<file path="src/rtl/decode_pkg.sv">
// Shared encodings and bit positions for the decode stage and its register file.
// Pipeline word layouts are fixed by the fetch and execute stages on either side.
package decode_pkg;

    localparam int IF_PC_HI    = 63;
    localparam int IF_PC_LO    = 32;
    localparam int IF_INSTR_HI = 31;
    localparam int IF_INSTR_LO = 0;

    localparam int OPC_HI = 31;
    localparam int OPC_LO = 26;
    localparam int RS_HI  = 25;
    localparam int RS_LO  = 21;
    localparam int RT_HI  = 20;
    localparam int RT_LO  = 16;
    localparam int RD_HI  = 15;
    localparam int RD_LO  = 11;
    localparam int SH_HI  = 10;
    localparam int SH_LO  = 6;

    localparam int EX_BR_FLAG     = 70;
    localparam int EX_WB_EN       = 69;
    localparam int EX_WB_ADDR_HI  = 68;
    localparam int EX_WB_ADDR_LO  = 64;
    localparam int EX_TARGET_HI   = 63;
    localparam int EX_TARGET_LO   = 32;
    localparam int EX_WB_DATA_HI  = 31;
    localparam int EX_WB_DATA_LO  = 0;

    localparam int ID_VALID   = 138;
    localparam int ID_OP_HI   = 137;
    localparam int ID_OP_LO   = 134;
    localparam int ID_DEST_HI = 133;
    localparam int ID_DEST_LO = 129;
    localparam int ID_WB_EN   = 128;
    localparam int ID_PC_HI   = 127;
    localparam int ID_PC_LO   = 96;
    localparam int ID_OPA_HI  = 95;
    localparam int ID_OPA_LO  = 64;
    localparam int ID_OPB_HI  = 63;
    localparam int ID_OPB_LO  = 32;
    localparam int ID_IMM_HI  = 31;
    localparam int ID_IMM_LO  = 0;

    typedef enum logic [3:0] {
        OP_ADD = 4'd0,
        OP_SUB = 4'd1,
        OP_LI  = 4'd2,
        OP_SLL = 4'd3,
        OP_SRL = 4'd4,
        OP_AND = 4'd5,
        OP_OR  = 4'd6,
        OP_XOR = 4'd7,
        OP_BR  = 4'd8,
        OP_BNE = 4'd9,
        OP_MOV = 4'd10,
        OP_ADI = 4'd11,
        OP_MUL = 4'd12,
        OP_HLT = 4'd13,
        OP_NOP = 4'd14
    } op_e;

    localparam logic [5:0] OPC_LAST_LEGAL = 6'd14;

    // Field order matches the ID_* bit positions above, MSB first.
    typedef struct packed {
        logic        valid;
        op_e         op;
        logic [4:0]  dest;
        logic        wb_en;
        logic [31:0] pc;
        logic [31:0] opa;
        logic [31:0] opb;
        logic [31:0] imm;
    } id_ex_t;

    function automatic logic [31:0] sext16(input logic [15:0] v);
        return {{16{v[15]}}, v};
    endfunction

endpackage

</file>
<file path="src/rtl/decode_stage_regfile.sv">
// 2-read/1-write register file with write-first bypass; R0 always reads zero.
// Reset loads R[i]=i when INIT_INDEX is nonzero, otherwise all zeros.
module regfile_2r1w #(
    parameter int DATA_W     = 32,
    parameter int REG_CNT    = 32,
    parameter int INIT_INDEX = 1,
    localparam int AW        = $clog2(REG_CNT)
) (
    input  logic              clk,
    input  logic              rst_n,
    input  logic [AW-1:0]     rd_addr_a,
    input  logic [AW-1:0]     rd_addr_b,
    output logic [DATA_W-1:0] rd_data_a,
    output logic [DATA_W-1:0] rd_data_b,
    input  logic              wr_en,
    input  logic [AW-1:0]     wr_addr,
    input  logic [DATA_W-1:0] wr_data
);

    logic [DATA_W-1:0] regs_q [REG_CNT];
    logic [DATA_W-1:0] regs_d [REG_CNT];
    logic              wr_live;

    assign wr_live = wr_en && (wr_addr != '0);

    always_comb begin
        regs_d = regs_q;
        if (wr_live) begin
            regs_d[wr_addr] = wr_data;
        end
    end

    always_ff @(posedge clk or negedge rst_n) begin
        if (!rst_n) begin
            for (int i = 0; i < REG_CNT; i++) begin
                regs_q[i] <= (INIT_INDEX != 0) ? DATA_W'(i) : '0;
            end
        end else begin
            regs_q <= regs_d;
        end
    end

    always_comb begin
        rd_data_a = '0;
        rd_data_b = '0;
        if (rd_addr_a != '0) begin
            rd_data_a = (wr_live && wr_addr == rd_addr_a) ? wr_data : regs_q[rd_addr_a];
        end
        if (rd_addr_b != '0) begin
            rd_data_b = (wr_live && wr_addr == rd_addr_b) ? wr_data : regs_q[rd_addr_b];
        end
    end

endmodule

</file>
<file path="src/rtl/decode_stage.sv">
// Instruction decode: turns IF_ID into a registered ID_EX word, applies EX_WB
// write-back and branch flush, and holds the RUN/HALT state.
module decode_stage
    import decode_pkg::*;
#(
    parameter int DATA_W     = 32,
    parameter int REG_CNT    = 32,
    parameter int INIT_INDEX = 1
) (
    input  logic         clock,
    input  logic         reset,
    input  logic [63:0]  IF_ID,
    input  logic [70:0]  EX_WB,
    output logic [138:0] ID_EX,
    output logic         halted,
    output logic         illegal_op
);

    typedef enum logic {RUN, HALT} state_e;

    state_e            state_q, state_d;
    id_ex_t            id_ex_q, id_ex_d, dec;
    logic              halted_q, halted_d;
    logic              illegal_q, illegal_d;
    logic [31:0]       instr;
    logic [5:0]        opcode;
    logic [4:0]        rs, rt, rd, shamt;
    logic              legal;
    op_e               op;
    logic [4:0]        addr_a;
    logic [DATA_W-1:0] data_a, data_b;
    logic              unused_target;

    assign instr         = IF_ID[IF_INSTR_HI:IF_INSTR_LO];
    assign opcode        = instr[OPC_HI:OPC_LO];
    assign rs            = instr[RS_HI:RS_LO];
    assign rt            = instr[RT_HI:RT_LO];
    assign rd            = instr[RD_HI:RD_LO];
    assign shamt         = instr[SH_HI:SH_LO];
    assign legal         = (opcode <= OPC_LAST_LEGAL);
    assign op            = legal ? op_e'(opcode[3:0]) : OP_NOP;
    assign addr_a        = (op == OP_SLL || op == OP_SRL) ? rt : rs;
    assign unused_target = ^EX_WB[EX_TARGET_HI:EX_TARGET_LO];

    regfile_2r1w #(
        .DATA_W     (DATA_W),
        .REG_CNT    (REG_CNT),
        .INIT_INDEX (INIT_INDEX)
    ) u_regfile (
        .clk       (clock),
        .rst_n     (reset),
        .rd_addr_a (addr_a),
        .rd_addr_b (rt),
        .rd_data_a (data_a),
        .rd_data_b (data_b),
        .wr_en     (EX_WB[EX_WB_EN]),
        .wr_addr   (EX_WB[EX_WB_ADDR_HI:EX_WB_ADDR_LO]),
        .wr_data   (EX_WB[EX_WB_DATA_HI:EX_WB_DATA_LO])
    );

    // Undefined opcodes leave a NOP carrying only the pc; operands stay zero.
    always_comb begin
        dec       = '0;
        dec.valid = 1'b1;
        dec.op    = op;
        dec.pc    = IF_ID[IF_PC_HI:IF_PC_LO];
        if (legal) begin
            dec.opa = data_a;
            dec.opb = data_b;
            case (op)
                OP_LI:          dec.imm = {21'b0, instr[10:0]};
                OP_SLL, OP_SRL: dec.imm = {27'b0, shamt};
                default:        dec.imm = sext16(instr[15:0]);
            endcase
            case (op)
                OP_ADI:                         dec.dest = rt;
                OP_ADD, OP_SUB, OP_LI, OP_SLL,
                OP_SRL, OP_AND, OP_OR, OP_XOR,
                OP_MOV, OP_MUL:                 dec.dest = rd;
                default:                        dec.dest = '0;
            endcase
            dec.wb_en = (dec.dest != '0);
        end
    end

    always_comb begin
        state_d   = state_q;
        id_ex_d   = '0;
        halted_d  = halted_q;
        illegal_d = illegal_q;
        if (state_q == RUN && !EX_WB[EX_BR_FLAG]) begin
            id_ex_d = dec;
            if (!legal) begin
                illegal_d = 1'b1;
            end
            if (op == OP_HLT) begin
                state_d  = HALT;
                halted_d = 1'b1;
            end
        end
    end

    always_ff @(posedge clock or negedge reset) begin
        if (!reset) begin
            state_q   <= RUN;
            id_ex_q   <= '0;
            halted_q  <= 1'b0;
            illegal_q <= 1'b0;
        end else begin
            state_q   <= state_d;
            id_ex_q   <= id_ex_d;
            halted_q  <= halted_d;
            illegal_q <= illegal_d;
        end
    end

    assign ID_EX      = id_ex_q;
    assign halted     = halted_q;
    assign illegal_op = illegal_q;

endmodule

</file>
<file path="config.mk">
export PLATFORM = sky130hd
export DESIGN_NAME = decode_stage
export DESIGN_NICKNAME = d
export VERILOG_FILES = /design/src/rtl/decode_pkg.sv /design/src/rtl/decode_stage_regfile.sv /design/src/rtl/decode_stage.sv
export SDC_FILE = /design/constraint.sdc
export NUM_CORES = 2
export LEC_CHECK = 0
export BUFFER_PORTS_ARGS = -buffer_cell sky130_fd_sc_hd__buf_4
export CORE_AREA = 2 2 389 391
export CTS_BUF_LIST = sky130_fd_sc_hd__clkbuf_2 sky130_fd_sc_hd__clkbuf_4 sky130_fd_sc_hd__clkbuf_8
export DETAILED_ROUTE_END_ITERATION = 8
export DIE_AREA = 0 0 391 393
export PLACE_DENSITY = 0.58
export SKIP_CTS_REPAIR_TIMING = 1
export SLEW_MARGIN = 5
export SYNTH_ARGS = -nofsm -noshare
export SYNTH_HDL_FRONTEND = slang
export SYNTH_HIERARCHICAL = 1
export SYNTH_SLANG_ARGS = --single-unit
export TNS_END_PERCENT = 50
</file>
<file path="constraint.sdc">
create_clock -name clock -period 5.7 [get_ports clock]
set_input_delay 1.14 -clock clock [delete_from_list [all_inputs] [get_ports clock]]
set_output_delay 1.14 -clock clock [all_outputs]
set_load 0.005 [all_outputs]
</file>
Word level (Yosys, flattened, before mapping)
Index checks and enable logic that the tools add are counted.
- magnitude comparators: 5
- equality and inequality tests: 13
- multiplexer cells: 21
- bitwise operators: 5
- reductions and logical operators: 16
- operator list (operator ; count):
    1024-bit bitwise mux ; 1
    32-bit binary-select mux with 5-bit select ; 2
    32-bit two-way mux ; 9
    32-bit demux with 5-bit select ; 1
    139-bit two-way mux ; 1
    96-bit two-way mux ; 1
    32-bit case mux with 2 select lines ; 1
    5-bit nonzero test ; 4
    6-bit >= comparator, second input constant ; 3
    5-bit NOT with 6-bit output ; 3
    4-bit by 3-bit == test with 1-bit output, second input constant ; 4
    4-bit == test, second input constant ; 4
    5-bit == test ; 2
    5-bit two-way mux ; 2
    5-bit case mux with 2 select lines ; 1
    10-bit OR reduction ; 1
    4-bit by 2-bit == test with 1-bit output, second input constant ; 2
    6-bit by 4-bit <= comparator with 1-bit output, second input constant ; 1
    6-bit by 1-bit < comparator with 1-bit output, second input constant ; 1
    6-bit two-way mux ; 1
    1-bit logical AND ; 5
    4-bit by 1-bit == test with 1-bit output, second input constant ; 1
    4-bit logical NOT ; 1
    4-bit two-way mux ; 1
    other kinds (5) ; 7
- register bits after elaboration: 1165
- output and inout port bits: 141
- word-level logic and storage cells: 102

Depth between registers and ports, before layout
- depth after elaboration: 13
- gate-level depth with buffers: 15
- mapped depth without buffers: 9

Modules after synthesis
Netlist, hierarchy kept.
- modules (own cells, without submodules) (module ; instances ; cells an instance ; area each (sq um) ; seq. area each (sq um)):
    regfile_2r1w ; 1 ; 3787 ; 54990.2 ; 25724.7
    decode_stage ; 1 ; 325 ; 4369.2 ; 3128.0

Worst setup path after synthesis
OpenSTA, ideal clock, no wires.
- path kind: in2reg
- from: input IF_ID[31]
- to: register id_ex_q, in the netlist ID_EX[93]
- data arrival time: 3883 ps
- required time: 5581 ps
- path slack: 1698 ps
- cell stages on the path: 11
- path buffers: 4
- path through: or2_2 > clkbuf_1 > a211oi_4 > mux2_2 > buf_6 > buf_6 > buf_2 > mux4_2 > a221o_1 > a32o_1 > and2_1
- RTL lines (what ; line ; RTL):
    start: declaration ; decode_stage.sv:12 ; input logic [63:0] IF_ID,
    end signal: assignment ; decode_stage.sv:111 ; id_ex_q <= id_ex_d;
    end: declaration ; decode_stage.sv:22 ; id_ex_t id_ex_q, id_ex_d, dec;

==> results.json <==
{
  "status": "complete, no violations",
  "syn2layout_area_growth_pct": 13.6,
  "grt_pass1_vias": 40300,
  "io_buffers": 245,
  "cts_tree": "yes",
  "syn-num-nets": 4249,
  "syn-cell-area_um2": 59400,
  "critPathArrivalTime_ps": 4870,
  "drive_gt1_share_pct": 52.5,
  "die_w_um": 391,
  "crit_required_ps": 6510,
  "r2r_start": "u_regfile/regs_q[178]",
  "synth_flop_cell": "dfrtp_1",
  "root_buffer": "clkbuf_8",
  "grt_pass1_wl_um": 298000,
  "fin_crit_sh_pct": 71.1,
  "die_area_um2": 154000,
  "rsz0062_at_grt": "no",
  "synthCells": 4112,
  "dp_hpwl_um": 120000,
  "dr.pass1.iters": 5,
  "tns_ps": 0,
  "multi_input_area_um2": 28500,
  "clk_latency_ps": 950,
  "synth_edf_count": 0,
  "track_usage_pct": 27.0,
  "tightest_slew_ps": 1350,
  "wirelength_um": 207000,
  "clk_pin_slew_ps": 60,
  "period_needed_ps": 4060,
  "io_pins": 278,
  "gp_congestion": 0.819,
  "cp_max_fo": 45,
  "cts.htree.levels": 4,
  "post_drt_wl_per_cell_um": 32.7,
  "ys_ff_latch": 1149,
  "synth.avg_cell_area_um2": 14.4,
  "grt_antenna_before_repair": 14,
  "crit_start": "IF_ID[27]",
  "fillers": 13300,
  "grt_max_degree": 162,
  "slew_headroom_pct": 9.75,
  "fin_worst_skew_ps": 26.9,
  "crit_path_end_kind": "register",
  "ant_nets": 0,
  "drtIter0Drc": 3877,
  "async_reset_ff_share_pct": 100,
  "design.core.area_um2": 149000,
  "finalPower_uw": 23300,
  "avgViaCountPerCell": 6.24,
  "vias": 39500,
  "hold_violations": 0,
  "cts_inserted_buffers": 192,
  "p_per_area_nw_per_um2": 346,
  "synth_cell_types": 61,
  "reg2reg_depth": 6,
  "row_count": 142,
  "worstReg2RegEnd": "ID_EX[50]",
  "globalRouteOverflowTotal": 0,
  "rrSetupSlack_ps": 3550,
  "cts_max_path_buffers": 3,
  "remaining_drc_errors": 0,
  "die_h_um": 393,
  "slew_viol_final": 0,
  "maxCapViolations": 0,
  "fin_util_pct": 45.2,
  "ff_latch_area_um2": 28900,
  "numClockSinks": 1149,
  "startpoint_type": "input pin",
  "final_nets": 4356,
  "start_util_pct": 39.8,
  "worst-setup-path-type": "input pin to register",
  "fmax_mhz": 247,
  "min_path_type": "input pin to asynchronous set/reset pin",
  "ys_seq_area_share_pct": 48.6,
  "peakVddDrop_uv": 221,
  "final-setup-viol-count": 0,
  "p_leak_uw": 0.0296,
  "yosys_warnings": 6
}
sequential cells by signal (all words and copies together) (netlist names):
signal	count
ID_EX	123
u_regfile/regs_q	1024
halted	1
illegal_op	1
kinds of logic after synthesis:
| family | after synthesis | share of synthesized area, % |
|---|---|---|
| mux | 1675 | 38.7 |
| flops | 1149 | 48.6 |
| buf+inv | 474 | 3.80 |
| compound gates | 431 | 5.41 |
| simple gates | 372 | 3.30 |
| xor+xnor | 11 | 0.162 |
through the flow:
| step | hold slack (ps) | area, um^2 | setup slack (ps) | cells |
|---|---|---|---|---|
| final | 151 | 67500 | 1640 | 6328 |
| after global routing | 135 | 67500 | 1630 | 6327 |
| after CTS | 93.7 | 67400 | 1750 | 6325 |
| after detailed placement | 378 | 63100 | 729 | 5969 |
| after global placement | 376 | 63100 | 720 | 5968 |
| after floorplan | 438 | 59400 | 1700 | 4112 |
synth_stat cells (13+ instances only):
cell type,n,area share [%]
o22ai_1,82,0.86
nor4_1,16,0.17
o221ai_1,32,0.47
clkbuf_1,269,1.7
nor2_1,66,0.42
nand2b_1,13,0.14
and2_1,111,1.2
a221o_1,28,0.47
buf_1,55,0.35
a22oi_1,50,0.63
a221oi_1,45,0.66
nor3_1,21,0.18
mux2i_1,252,4.2
nand2_1,86,0.54
mux2_2,1029,20
a32o_1,32,0.54
a211oi_1,33,0.42
buf_2,76,0.64
a21oi_1,41,0.35
buf_6,32,0.61
o21ai_0,41,0.35
mux4_2,394,15
buf_4,38,0.48
dfrtp_1,1069,45
dfstp_2,80,3.5
cells in the final DEF, fill, tap and decap left out, drive strengths merged, types with 10 or more instances in the layout:
master     n
nor4      17
nor2      66
dfrtp   1069
nand3     10
a221o     28
mux4     394
clkinv    29
a22oi     50
o22ai     82
nor3      22
mux2i    252
o21ai     44
nand2     86
a221oi    45
a211oi    34
and2     111
mux2    1029
a21oi     41
clkbuf   313
nand2b    13
o221ai    32
buf      383
dfstp     80
a32o      32
cell type report:
type                    count  area share [%]
flip-flops and latches   1149            42.8
multi-input cells        2489            42.3
clock buffers             312            5.86
repair buffers            384            4.89
well taps                1944            3.61
clock inverters            44           0.530
inverters                   3          0.0167
diodes                      3          0.0111
how the worst max path moves through the flow:
| stage | endpoint | depth (start not counted) |
|---|---|---|
| after global placement | ID_EX[79] | 11 |
| after detailed placement | ID_EX[86] | 10 |
| after global routing | ID_EX[89] | 12 |
| after CTS | ID_EX[81] | 10 |
| after floorplan | ID_EX[93] | 11 |
| final | ID_EX[89] | 12 |
layer usage:
layer	track usage, %	up-vias	routed length [um]
met4	9.13	10	6810
met2	41.8	1733	94600
met1	36.8	21400	88200
met5	0	-	60
met3	6.91	408	17400
li1	-	16000	-
power breakdown:
group / switching, uW / leakage [uW] / internal, uW
registers: 1020 / 0.0146 / 9660
logic: 1890 / 0.0127 / 2610
clock network: 3590 / 0.00229 / 4570
critical path: stages:
cell and delay, ps:
buf_4 140, or3b_4 410, a211oi_4 530, buf_4 270, mux2_4 540, or3b_4 350, buf_12 360, o22ai_1 200
a211oi_1 260, nand2_1 100, a32o_1 290, and2_1 140
No activity file was read; power rests on OpenSTA's default activity.
